### src/rtl/spi_reg_responder.sv
// SPI mode-3 register-access responder: turns 17-byte host frames into
// single-cycle register write/read strobes and returns read data on smiso.
`timescale 1ns/1ps

module spi_reg_responder #(
  parameter logic [7:0]  CMD_REG  = 8'h02,
  parameter logic [7:0]  ID_BYTE  = 8'hC5,
  parameter int          SYNC_STG = 2,
  parameter logic [31:0] RD_FILL  = 32'hFFFFFFFF
) (
  input  logic        clk,
  input  logic        reset,
  input  logic        ssclk,
  input  logic        scsn,
  input  logic        smosi,
  output logic        smiso,
  output logic        smiso_oe,
  output logic [5:0]  reg_addr,
  output logic [31:0] reg_wdata,
  output logic        reg_wr,
  output logic        reg_rd,
  input  logic [31:0] reg_rdata,
  input  logic        reg_rack,
  output logic        rd_timeout,
  output logic        frame_err
);

  typedef enum logic [2:0] {
    IDLE,
    CMD,
    ADDR,
    DATA,
    TAIL,
    DROP,
    DONE
  } state_t;

  state_t state_q;
  state_t state_d;

  logic [SYNC_STG-1:0] sclk_sync;
  logic [SYNC_STG-1:0] csn_sync;
  logic [SYNC_STG-1:0] mosi_sync;
  logic                sclk_prev;
  logic                csn_prev;
  logic                csn_armed;

  logic sclk_s;
  logic csn_s;
  logic mosi_s;
  logic sclk_rise;
  logic sclk_fall;
  logic csn_fall;
  logic csn_rise;
  logic in_frame;
  logic bit_rise;
  logic byte_done;

  logic [2:0]  bit_cnt;
  logic [4:0]  byte_cnt;
  logic [30:0] data_sr;
  logic [7:0]  rx_byte;
  logic        wr_flag;
  logic        rd_pending;
  logic [31:0] rd_word;
  logic [7:0]  tx_byte;
  logic        tx_bit;

  assign sclk_s = sclk_sync[SYNC_STG-1];
  assign csn_s  = csn_sync[SYNC_STG-1];
  assign mosi_s = mosi_sync[SYNC_STG-1];

  assign sclk_rise = sclk_s & ~sclk_prev;
  assign sclk_fall = ~sclk_s & sclk_prev;
  assign csn_fall  = csn_armed & csn_prev & ~csn_s;
  assign csn_rise  = ~csn_prev & csn_s;
  assign in_frame  = (state_q != IDLE) & ~csn_s;
  assign bit_rise  = sclk_rise & in_frame;
  assign byte_done = bit_rise & (bit_cnt == 3'd7);
  assign rx_byte   = {data_sr[6:0], mosi_s};

  // Pin synchronisers and edge history; left unreset so they track the pins through reset
  always_ff @(posedge clk) begin
    sclk_sync <= {sclk_sync[SYNC_STG-2:0], ssclk};
    csn_sync  <= {csn_sync[SYNC_STG-2:0], scsn};
    mosi_sync <= {mosi_sync[SYNC_STG-2:0], smosi};
    sclk_prev <= sclk_s;
    csn_prev  <= csn_s;
  end

  // A frame may only start after chip select has been seen high, so a frame cut by reset stays discarded
  always_ff @(posedge clk) begin
    if (reset) begin
      csn_armed <= 1'b0;
    end else if (csn_s) begin
      csn_armed <= 1'b1;
    end
  end

  // Frame state register
  always_ff @(posedge clk) begin
    if (reset) begin
      state_q <= IDLE;
    end else begin
      state_q <= state_d;
    end
  end

  // Frame sequencing: chip-select edges override everything, otherwise advance on byte boundaries
  always_comb begin
    state_d = state_q;
    if (csn_fall) begin
      state_d = CMD;
    end else if (csn_rise) begin
      state_d = IDLE;
    end else if (byte_done) begin
      case (state_q)
        CMD:     state_d = (rx_byte == CMD_REG) ? ADDR : DROP;
        ADDR:    state_d = DATA;
        DATA:    if (byte_cnt == 5'd5) state_d = TAIL;
        TAIL:    if (byte_cnt == 5'd16) state_d = DONE;
        default: state_d = state_q;
      endcase
    end
  end

  // Select the outgoing frame bit: ID in byte 0, read word in bytes 10-13 of a register frame, else 0
  always_comb begin
    tx_byte = 8'h00;
    if (byte_cnt == 5'd0) begin
      tx_byte = ID_BYTE;
    end else if (state_q == TAIL) begin
      case (byte_cnt)
        5'd10:   tx_byte = rd_word[31:24];
        5'd11:   tx_byte = rd_word[23:16];
        5'd12:   tx_byte = rd_word[15:8];
        5'd13:   tx_byte = rd_word[7:0];
        default: tx_byte = 8'h00;
      endcase
    end
    tx_bit = tx_byte[3'd7 - bit_cnt];
  end

  // Bit/byte counting, command decode, strobe generation, read capture and smiso drive
  always_ff @(posedge clk) begin
    if (reset) begin
      bit_cnt    <= 3'd0;
      byte_cnt   <= 5'd0;
      data_sr    <= 31'd0;
      wr_flag    <= 1'b0;
      rd_pending <= 1'b0;
      rd_word    <= 32'd0;
      reg_addr   <= 6'd0;
      reg_wdata  <= 32'd0;
      reg_wr     <= 1'b0;
      reg_rd     <= 1'b0;
      rd_timeout <= 1'b0;
      frame_err  <= 1'b0;
      smiso      <= 1'b0;
      smiso_oe   <= 1'b0;
    end else begin
      reg_wr   <= 1'b0;
      reg_rd   <= 1'b0;
      smiso_oe <= ~csn_s;
      if (csn_fall) begin
        bit_cnt    <= 3'd0;
        byte_cnt   <= 5'd0;
        wr_flag    <= 1'b0;
        rd_pending <= 1'b0;
        rd_word    <= 32'd0;
        rd_timeout <= 1'b0;
        frame_err  <= 1'b0;
        smiso      <= 1'b0;
      end else if (csn_rise) begin
        bit_cnt    <= 3'd0;
        byte_cnt   <= 5'd0;
        rd_pending <= 1'b0;
        smiso      <= 1'b0;
        if ((state_q != IDLE) && (byte_cnt < 5'd17)) begin
          frame_err <= 1'b1;
        end
      end else begin
        if (bit_rise) begin
          data_sr <= {data_sr[29:0], mosi_s};
          bit_cnt <= bit_cnt + 3'd1;
        end
        if (byte_done) begin
          byte_cnt <= (byte_cnt == 5'd17) ? 5'd17 : byte_cnt + 5'd1;
          case (state_q)
            CMD: begin
              if (rx_byte != CMD_REG) begin
                frame_err <= 1'b1;
              end
            end
            ADDR: begin
              reg_addr <= rx_byte[5:0];
              wr_flag  <= rx_byte[7];
              if (!rx_byte[7]) begin
                reg_rd     <= 1'b1;
                rd_pending <= 1'b1;
              end
            end
            DATA: begin
              if ((byte_cnt == 5'd5) && wr_flag) begin
                reg_wr    <= 1'b1;
                reg_wdata <= {data_sr, mosi_s};
              end
            end
            default: begin
            end
          endcase
        end
        if (rd_pending && reg_rack) begin
          rd_word    <= reg_rdata;
          rd_pending <= 1'b0;
        end else if (rd_pending && byte_done && (byte_cnt == 5'd9)) begin
          rd_word    <= RD_FILL;
          rd_timeout <= 1'b1;
          rd_pending <= 1'b0;
        end
        if (sclk_fall && in_frame) begin
          smiso <= tx_bit;
        end
      end
    end
  end

endmodule

### config.mk
export PLATFORM = sky130hd
export DESIGN_NAME = spi_reg_responder
export DESIGN_NICKNAME = d
export VERILOG_FILES = /design/src/rtl/spi_reg_responder.sv
export SDC_FILE = /design/constraint.sdc
export NUM_CORES = 1
export LEC_CHECK = 0
export ABC_CLOCK_PERIOD_IN_PS = 7100
export CORE_MARGIN = 5
export CORE_UTILIZATION = 50
export DETAILED_ROUTE_END_ITERATION = 8
export GPL_TIMING_DRIVEN = 0
export HOLD_SLACK_MARGIN = 0.06
export PLACE_DENSITY = 0.75
export SYNTH_ARGS = -nofsm -noshare
export SYNTH_HDL_FRONTEND = slang
export SYNTH_SLANG_ARGS = --single-unit
### constraint.sdc
create_clock -name clk -period 7.1 [get_ports clk]
set_clock_uncertainty 0.15 [all_clocks]
set_input_delay 1.42 -clock clk [delete_from_list [all_inputs] [get_ports clk]]
set_output_delay 1.42 -clock clk [all_outputs]
set_load 0.05 [all_outputs]
==> flow_metrics.py, run 1 <==
metrics = {
    "critical_path": {
        "arrival_time_worst_endpoint_ns": 1.70,
        "top_cell_family_by_delay_on_the_critical_path": "buffers and inverters",
        "critical_path.max_stage_delay_ns": 0.82,
        "timing.reg2reg.setup_slack_ns": 4.35,
        "slowest_cp_cell": "sky130_fd_sc_hd__clkdlybuf4s50_1",
        "r2r.worst_path.cells": 9,
        "worst_path_max_fanout": 2,
        "cp_num_buf_inv": 1,
        "crit_type": "flop to output pin",
        "startpoint_type": "flop",
        "timing.critical_path.required_ns": 5.53,
        "endpoint_type_of_the_worst_setup_path": "output pin",
        "r2r_start": "byte_cnt[1]$_SDFFE_PP0N_",
        "regToRegEndpoint": "reg_wdata[12]$_SDFFE_PP0P_",
        "critical_path.cell_chain": "clkdlybuf4s50_1",
    },
    "synth": {
        "synth-seq-area-share": 0.504,
        "synth_nets": 573,
        "synth-warning-count": 0,
        "netlist_instances": 529,
        "synth_top_area_share": 0.504,
        "synthArstFlopShare": 0,
        "yosys.area.top_type": "sky130_fd_sc_hd__dfxtp_1",
        "synth_top_cells_by_area": "sky130_fd_sc_hd__dfxtp_1 (50%), sky130_fd_sc_hd__mux2i_1 (8.0%), sky130_fd_sc_hd__nand2_1 (5.6%)",
        "distinct_cell_type_count_after_synthesis": 58,
        "syn_area_per_cell_um2": 9.69,
        "synth.cell_area_um2": 5130,
        "ys_ff_latch": 129,
        "count_of_flip_flops_with_a_built_in_enable_after_synthesis": 0,
        "synth_top_flop_cell": "sky130_fd_sc_hd__dfxtp_1",
    },
    "routing": {
        "wirelength_um": 12200,
        "detail_route.wl_per_cell_um": 15.7,
        "drcViolationCount": 0,
        "ant_nets": 0,
        "drt_pass1_iterations": 5,
        "vias_per_cell": 5.67,
        "via_count": 4411,
        "dr.first_iter.drc_count": 340,
    },
    "placement": {
        "placement.io_buffers": 81,
        "placed_cell_area_um2": 6110,
        "post-place-cells": 746,
        "gp_congestion": 0.903,
        "dp_hpwl_um": 8810,
    },
    "pwr": {
        "sw_frac_of_total": 0.224,
        "clkPwrFrac": 0.522,
        "power.density_cell_area_nw_per_um2": 243,
        "seqPwrFrac": 0.448,
        "p_int_mw": 1.26,
        "p_leak_nw": 2.41,
        "power.switching_uw": 365,
        "p_comb_frac": 0.029,
        "peak_supply_drop_v": 0.000149,
    },
    "min_path": {
        "worst_hold_path_type": "flop to flop",
        "worstHoldStart": "csn_sync[0]$_DFF_P_",
        "whs_path_depth": 0,
        "hold_end": "csn_sync[1]$_DFF_P_",
    },
    "final_layout": {
        "multi_input_comb_area_um2": 2300,
        "n_antenna_cell": 0,
        "core_util_final": 0.657,
        "drive_gt1_frac": 0.118,
        "design.final.nets": 673,
        "regArea_um2": 2580,
        "post-route-cell-area_um2": 6690,
        "area_growth_syn_to_layout_pct": 30.5,
        "layout_commonest_cell": "sky130_fd_sc_hd__dfxtp_1",
        "finish.cell_count_without_fillers": 778,
        "fillCellCount": 796,
        "most-common-layout-cells": "sky130_fd_sc_hd__dfxtp_1 (129), sky130_fd_sc_hd__clkdlybuf4s50_1 (81), sky130_fd_sc_hd__nand2_1 (76), sky130_fd_sc_hd__nor2_1 (57), sky130_fd_sc_hd__mux2i_1 (41)",
    },
    "global_routing": {
        "groute.usage.overall": 0.197,
        "grt_pass1_wl_um": 20600,
        "antenna_violations_before_repair": 0,
        "grt_overflow_total": 0,
        "first_global_vias": 4335,
        "grt_start_max_net_pins": 17,
    },
    "sta": {
        "setup_repair_after_global_routing_missed_its_margin": "false",
        "worst-slew-pin-transition_ns": 0.542,
        "report.final.setup_viol": 0,
        "post-route-period-util": 0.460,
        "finalCriticalPeriod_ns": 3.27,
        "peak_clock_frequency_supported_by_timing_mhz": 306,
        "fin_setup_tns_ns": 0,
        "finalMaxSlewViolations": 0,
        "relSlewSlack": 0.634,
        "finalHoldViolCount": 0,
    },
    "floorplan": {
        "rows": 37,
        "floorplan.die.height_um": 111,
        "ioPinCount": 82,
        "core_um2": 10200,
        "starting_density": 0.503,
        "die_area_um2": 12400,
        "fp.dieW_um": 111,
    },
    "clock_tree": {
        "reg_clk_slew_reported_paths_ns": 0.06,
        "ctsHoldBuffers": 0,
        "cts_tree": "done",
        "cts_inserted_buffers": 17,
        "cts.sinks": 129,
        "cts_setup_buffers": 0,
        "clk_root_buffer_cell": "sky130_fd_sc_hd__clkbuf_8",
        "cts.repair.resized": 0,
        "htreeDepth": 4,
        "clock_tree_buf_depth": 2,
        "clk-insertion-delay-late_ns": 0.51,
    },
    "job": {
        "cap_viol_max_count": 0,
    },
    "outcome": {
        "run_status": "complete, no violations",
    },
}
==> worst max path at each step <==
stage / from / cells past startpoint / slack [ns] / endpoint
floorplan: reset / 4 / 4.65 / smiso$_SDFFE_PP0P_
global placement: reset / 4 / 3.85 / reg_wdata[20]$_SDFFE_PP0P_
detailed placement: reset / 4 / 3.83 / reg_wr$_SDFF_PP0_
CTS: smiso$_SDFFE_PP0P_ / 1 / 3.83 / smiso
global route: reg_wdata[10]$_SDFFE_PP0P_ / 1 / 3.80 / reg_wdata[10]
finish: smiso$_SDFFE_PP0P_ / 1 / 3.83 / smiso
==> registers in the layout, indices dropped and copies added (netlist names) <==
register,count
reg_wr,1
csn_prev,1
sclk_prev,1
reg_rd,1
reg_addr,6
sclk_sync,2
smiso,1
state_q,3
rd_timeout,1
wr_flag,1
reg_wdata,32
mosi_sync,2
bit_cnt,3
frame_err,1
data_sr,31
smiso_oe,1
rd_pending,1
csn_armed,1
rd_word,32
csn_sync,2
byte_cnt,5
==> cell families after synthesis <==
logic type,synth area share
AOI/OAI and AO/OA,0.180
xor gates and xnor gates,0.00513
adders and majority gates,0.0146
buffers and inverters,0.0469
DFF,0.504
muxes,0.0822
and+or+nand+nor,0.168
==> cells in the mapped netlist (all sizes together) (4+ instances only) <==
cell    instances
clkbuf         25
o221a          32
ha              6
mux2i          41
nand3           6
a211oi          5
buf            19
nor3            8
a21oi          39
or3             7
a22oi           5
inv             6
a22o           12
dfxtp         129
o21ai           4
nand2          76
nor2           57
==> metrics by stage <==
step | hold WS, ns | setup WS (ns) | total power [mW]
floorplan | 0.160 | 4.65 | 0.763
global placement | 0.161 | 3.85 | 0.792
detailed placement | 0.168 | 3.83 | 0.793
CTS | 0.186 | 3.83 | 1.64
global route | 0.201 | 3.80 | 1.67
finish | 0.185 | 3.83 | 1.63
==> power by group through the flow <==
| stage | sequential, mW | clock (mW) | combinational, mW |
|---|---|---|---|
| 6_report | 0.730 | 0.850 | 0.0475 |
| 5_1_grt | 0.730 | 0.891 | 0.0513 |
| 4_1_cts | 0.730 | 0.861 | 0.0475 |
| 3_5_place_dp | 0.746 | 0 | 0.0470 |
| 3_3_place_gp | 0.746 | 0 | 0.0462 |
| 2_1_floorplan | 0.746 | 0 | 0.0170 |
==> layer usage <==
metal	GRT usage	part of all wire	vias up
li1	-	-	2113
met1	0.266	0.45	2127
met2	0.308	0.46	144
met3	0.0497	0.066	27
met4	0.0706	0.020	0
met5	0	0	-
==> cell type report <==
class,instances,share of cell area
multi-input cells,350,0.344
clock buffers,18,0.0624
flip-flops and latches,129,0.386
plain buffers,44,0.0325
well taps,136,0.0254
inverters,6,0.00337
repair buffers,81,0.121
clock inverters,14,0.0249
(Power assumes the default switching activity.)
==> run 2: changes to the inputs <==
ABC_CLOCK_PERIOD_IN_PS = 3200   (was 7100)
clock period = 3.2 ns   (was 7.1 ns; I/O delays follow)
==> results of run 2 <==
Same layout as run 1 (identical final DEF). Status: complete, no violations.
Among the figures that moved: setup slack after placement 3.83 ns -> 0.512 ns; setup slack after layout 3.83 ns -> 0.446 ns; start point of the critical path smiso$_SDFFE_PP0P_ -> byte_cnt[1]$_SDFFE_PP0N_; end point of the critical path smiso -> reg_wdata[12]$_SDFFE_PP0P_; register-to-register setup slack 4.35 ns -> 0.45 ns; total power 1.63 mW -> 3.61 mW; worst IR drop on VDD 0.000149 V -> 0.000330 V
==> run 3: changes to the inputs <==
ABC_CLOCK_PERIOD_IN_PS = unset   (was 3200)
CORE_MARGIN = unset   (was 5)
==> run 3 against run 2 <==
Core utilization is 2.8 points higher; cell count fell by 0.39%; combinational power about the same; via count is 1.5% lower; critical path type unchanged; total power rose by 7.3%; highest routed layer unchanged.
==> flow_metrics.py, run 3 (synthesis results as in run 1) <==
metrics = {
    "routing": {
        "ant_nets": 0,
        "vias_per_cell": 5.61,
        "drcViolationCount": 0,
        "dr.first_iter.drc_count": 228,
        "detail_route.wl_per_cell_um": 15.7,
        "drt_pass1_iterations": 4,
        "wirelength_um": 12200,
        "via_count": 4345,
    },
    "placement": {
        "dp_hpwl_um": 8490,
        "placement.io_buffers": 81,
        "gp_congestion": 0.886,
    },
    "clock_tree": {
        "ctsHoldBuffers": 0,
        "clock_tree_buf_depth": 2,
        "cts_inserted_buffers": 17,
        "cts_tree": "done",
        "clk-insertion-delay-late_ns": 0.52,
        "cts_setup_buffers": 0,
        "clk_root_buffer_cell": "sky130_fd_sc_hd__clkbuf_8",
        "htreeDepth": 4,
        "cts.sinks": 129,
        "cts.repair.resized": 0,
        "reg_clk_slew_reported_paths_ns": 0.06,
    },
    "job": {
        "cap_viol_max_count": 0,
    },
    "pwr": {
        "power.density_cell_area_nw_per_um2": 573,
        "p_leak_nw": 2.45,
        "peak_supply_drop_v": 0.000399,
    },
    "critical_path": {
        "crit_type": "flop to flop",
        "arrival_time_worst_endpoint_ns": 2.97,
        "timing.critical_path.required_ns": 3.43,
        "worst_path_max_fanout": 10,
        "r2r.worst_path.cells": 9,
        "startpoint_type": "flop",
        "endpoint_type_of_the_worst_setup_path": "flop",
    },
    "sta": {
        "finalMaxSlewViolations": 0,
        "report.final.setup_viol": 0,
        "finalCriticalPeriod_ns": 2.74,
        "finalHoldViolCount": 0,
        "worst-slew-pin-transition_ns": 0.549,
        "peak_clock_frequency_supported_by_timing_mhz": 365,
        "post-route-period-util": 0.855,
        "setup_repair_after_global_routing_missed_its_margin": "false",
        "relSlewSlack": 0.632,
        "fin_setup_tns_ns": 0,
    },
    "floorplan": {
        "floorplan.die.height_um": 103,
        "ioPinCount": 82,
        "fp.dieW_um": 103,
        "core_um2": 9860,
        "starting_density": 0.520,
        "die_area_um2": 10700,
        "rows": 36,
    },
    "final_layout": {
        "registers_with_the_most_flip_flops": "rd_word x32, reg_wdata x32, data_sr x31",
        "drive_gt1_frac": 0.120,
        "design.final.nets": 673,
        "n_antenna_cell": 0,
        "area_growth_syn_to_layout_pct": 31.9,
        "fillCellCount": 761,
        "core_util_final": 0.686,
        "most-common-layout-cells": "sky130_fd_sc_hd__dfxtp_1 (129), sky130_fd_sc_hd__clkdlybuf4s50_1 (81), sky130_fd_sc_hd__nand2_1 (76), sky130_fd_sc_hd__nor2_1 (57), sky130_fd_sc_hd__mux2i_1 (41)",
        "layout_commonest_cell": "sky130_fd_sc_hd__dfxtp_1",
    },
    "global_routing": {
        "first_global_vias": 4080,
        "grt_pass1_wl_um": 19900,
        "grt_start_max_net_pins": 17,
        "antenna_violations_before_repair": 0,
        "groute.usage.overall": 0.245,
        "grt_overflow_total": 0,
    },
    "min_path": {
        "whs_path_depth": 0,
        "worst_hold_path_type": "flop to flop",
    },
    "outcome": {
        "run_status": "complete, no violations",
    },
}
-- run 3: changes by cell type in the layout (fill, tap and decap cells not counted) --
cell / before / now
sky130_fd_sc_hd__inv_6: 6 / 4
sky130_fd_sc_hd__bufinv_16: 2 / 5
sky130_fd_sc_hd__clkbuf_1: 26 / 25
sky130_fd_sc_hd__clkinv_2: 0 / 1
sky130_fd_sc_hd__clkinvlp_4: 3 / 0
sky130_fd_sc_hd__inv_8: 2 / 4
-- run 3: layer usage --
metal,vias up,wire [µm],GRT usage
met3,13,579,0.0524
met1,2090,5760,0.332
li1,2108,-,-
met4,0,126,0.0780
met2,134,5730,0.391
met5,-,0,0
-- run 3: cell type report --
cell class / count / area [µm²] / area share
clock inverter: 15 / 244 / 0.0361
buffer: 44 / 218 / 0.0322
timing repair buffer: 81 / 811 / 0.120
tap: 133 / 166 / 0.0246
multi-input combinational: 350 / 2300 / 0.341
inverter: 6 / 22.5 / 0.00333
sequential: 129 / 2580 / 0.382
clock buffer: 17 / 414 / 0.0612
-- run 3: path summary, 6_finish.rpt --
path,start,endpoint,slack [ns]
setup / recovery,byte_cnt[1]$_SDFFE_PP0N_,reg_wdata[5]$_SDFFE_PP0P_,0.46
hold / removal,mosi_sync[0]$_DFF_P_,mosi_sync[1]$_DFF_P_,0.18
setup reg to reg,byte_cnt[1]$_SDFFE_PP0N_,reg_wdata[5]$_SDFFE_PP0P_,0.46
hold reg to reg,mosi_sync[0]$_DFF_P_,mosi_sync[1]$_DFF_P_,0.18
-- run 3: stage by stage --
stage | hold WS (ns) | area, µm² | power, mW | cells | setup WS [ns]
3_5_place_dp | 0.163 | 6100 | 1.76 | 743 | 0.532
4_1_cts | 0.180 | 6760 | 3.90 | 775 | 0.452
3_3_place_gp | 0.161 | 6100 | 1.76 | 743 | 0.532
2_1_floorplan | 0.160 | 5130 | 1.69 | 529 | 0.963
6_report | 0.178 | 6760 | 3.87 | 775 | 0.464
5_1_grt | 0.197 | 6760 | 3.99 | 775 | 0.272
-- run 3: critical path, cell delays in order, from the launching register on --
cell and delay [ns]:
sky130_fd_sc_hd__dfxtp_1 0.36, sky130_fd_sc_hd__inv_1 0.09, sky130_fd_sc_hd__ha_1 0.13, sky130_fd_sc_hd__buf_2 0.20
sky130_fd_sc_hd__nor4bb_1 0.50, sky130_fd_sc_hd__nand2_1 0.18, sky130_fd_sc_hd__nor4_4 0.34, sky130_fd_sc_hd__buf_4 0.31
sky130_fd_sc_hd__mux2i_1 0.27, sky130_fd_sc_hd__nor2_1 0.06
-- run 3: report_power, final --
part / internal, mW / switching (mW) / total, mW
Combinational: 0.0533 / 0.0531 / 0.106
Sequential: 1.61 / 0.00528 / 1.62
Clock: 1.37 / 0.774 / 2.15
Total: 3.04 / 0.833 / 3.87
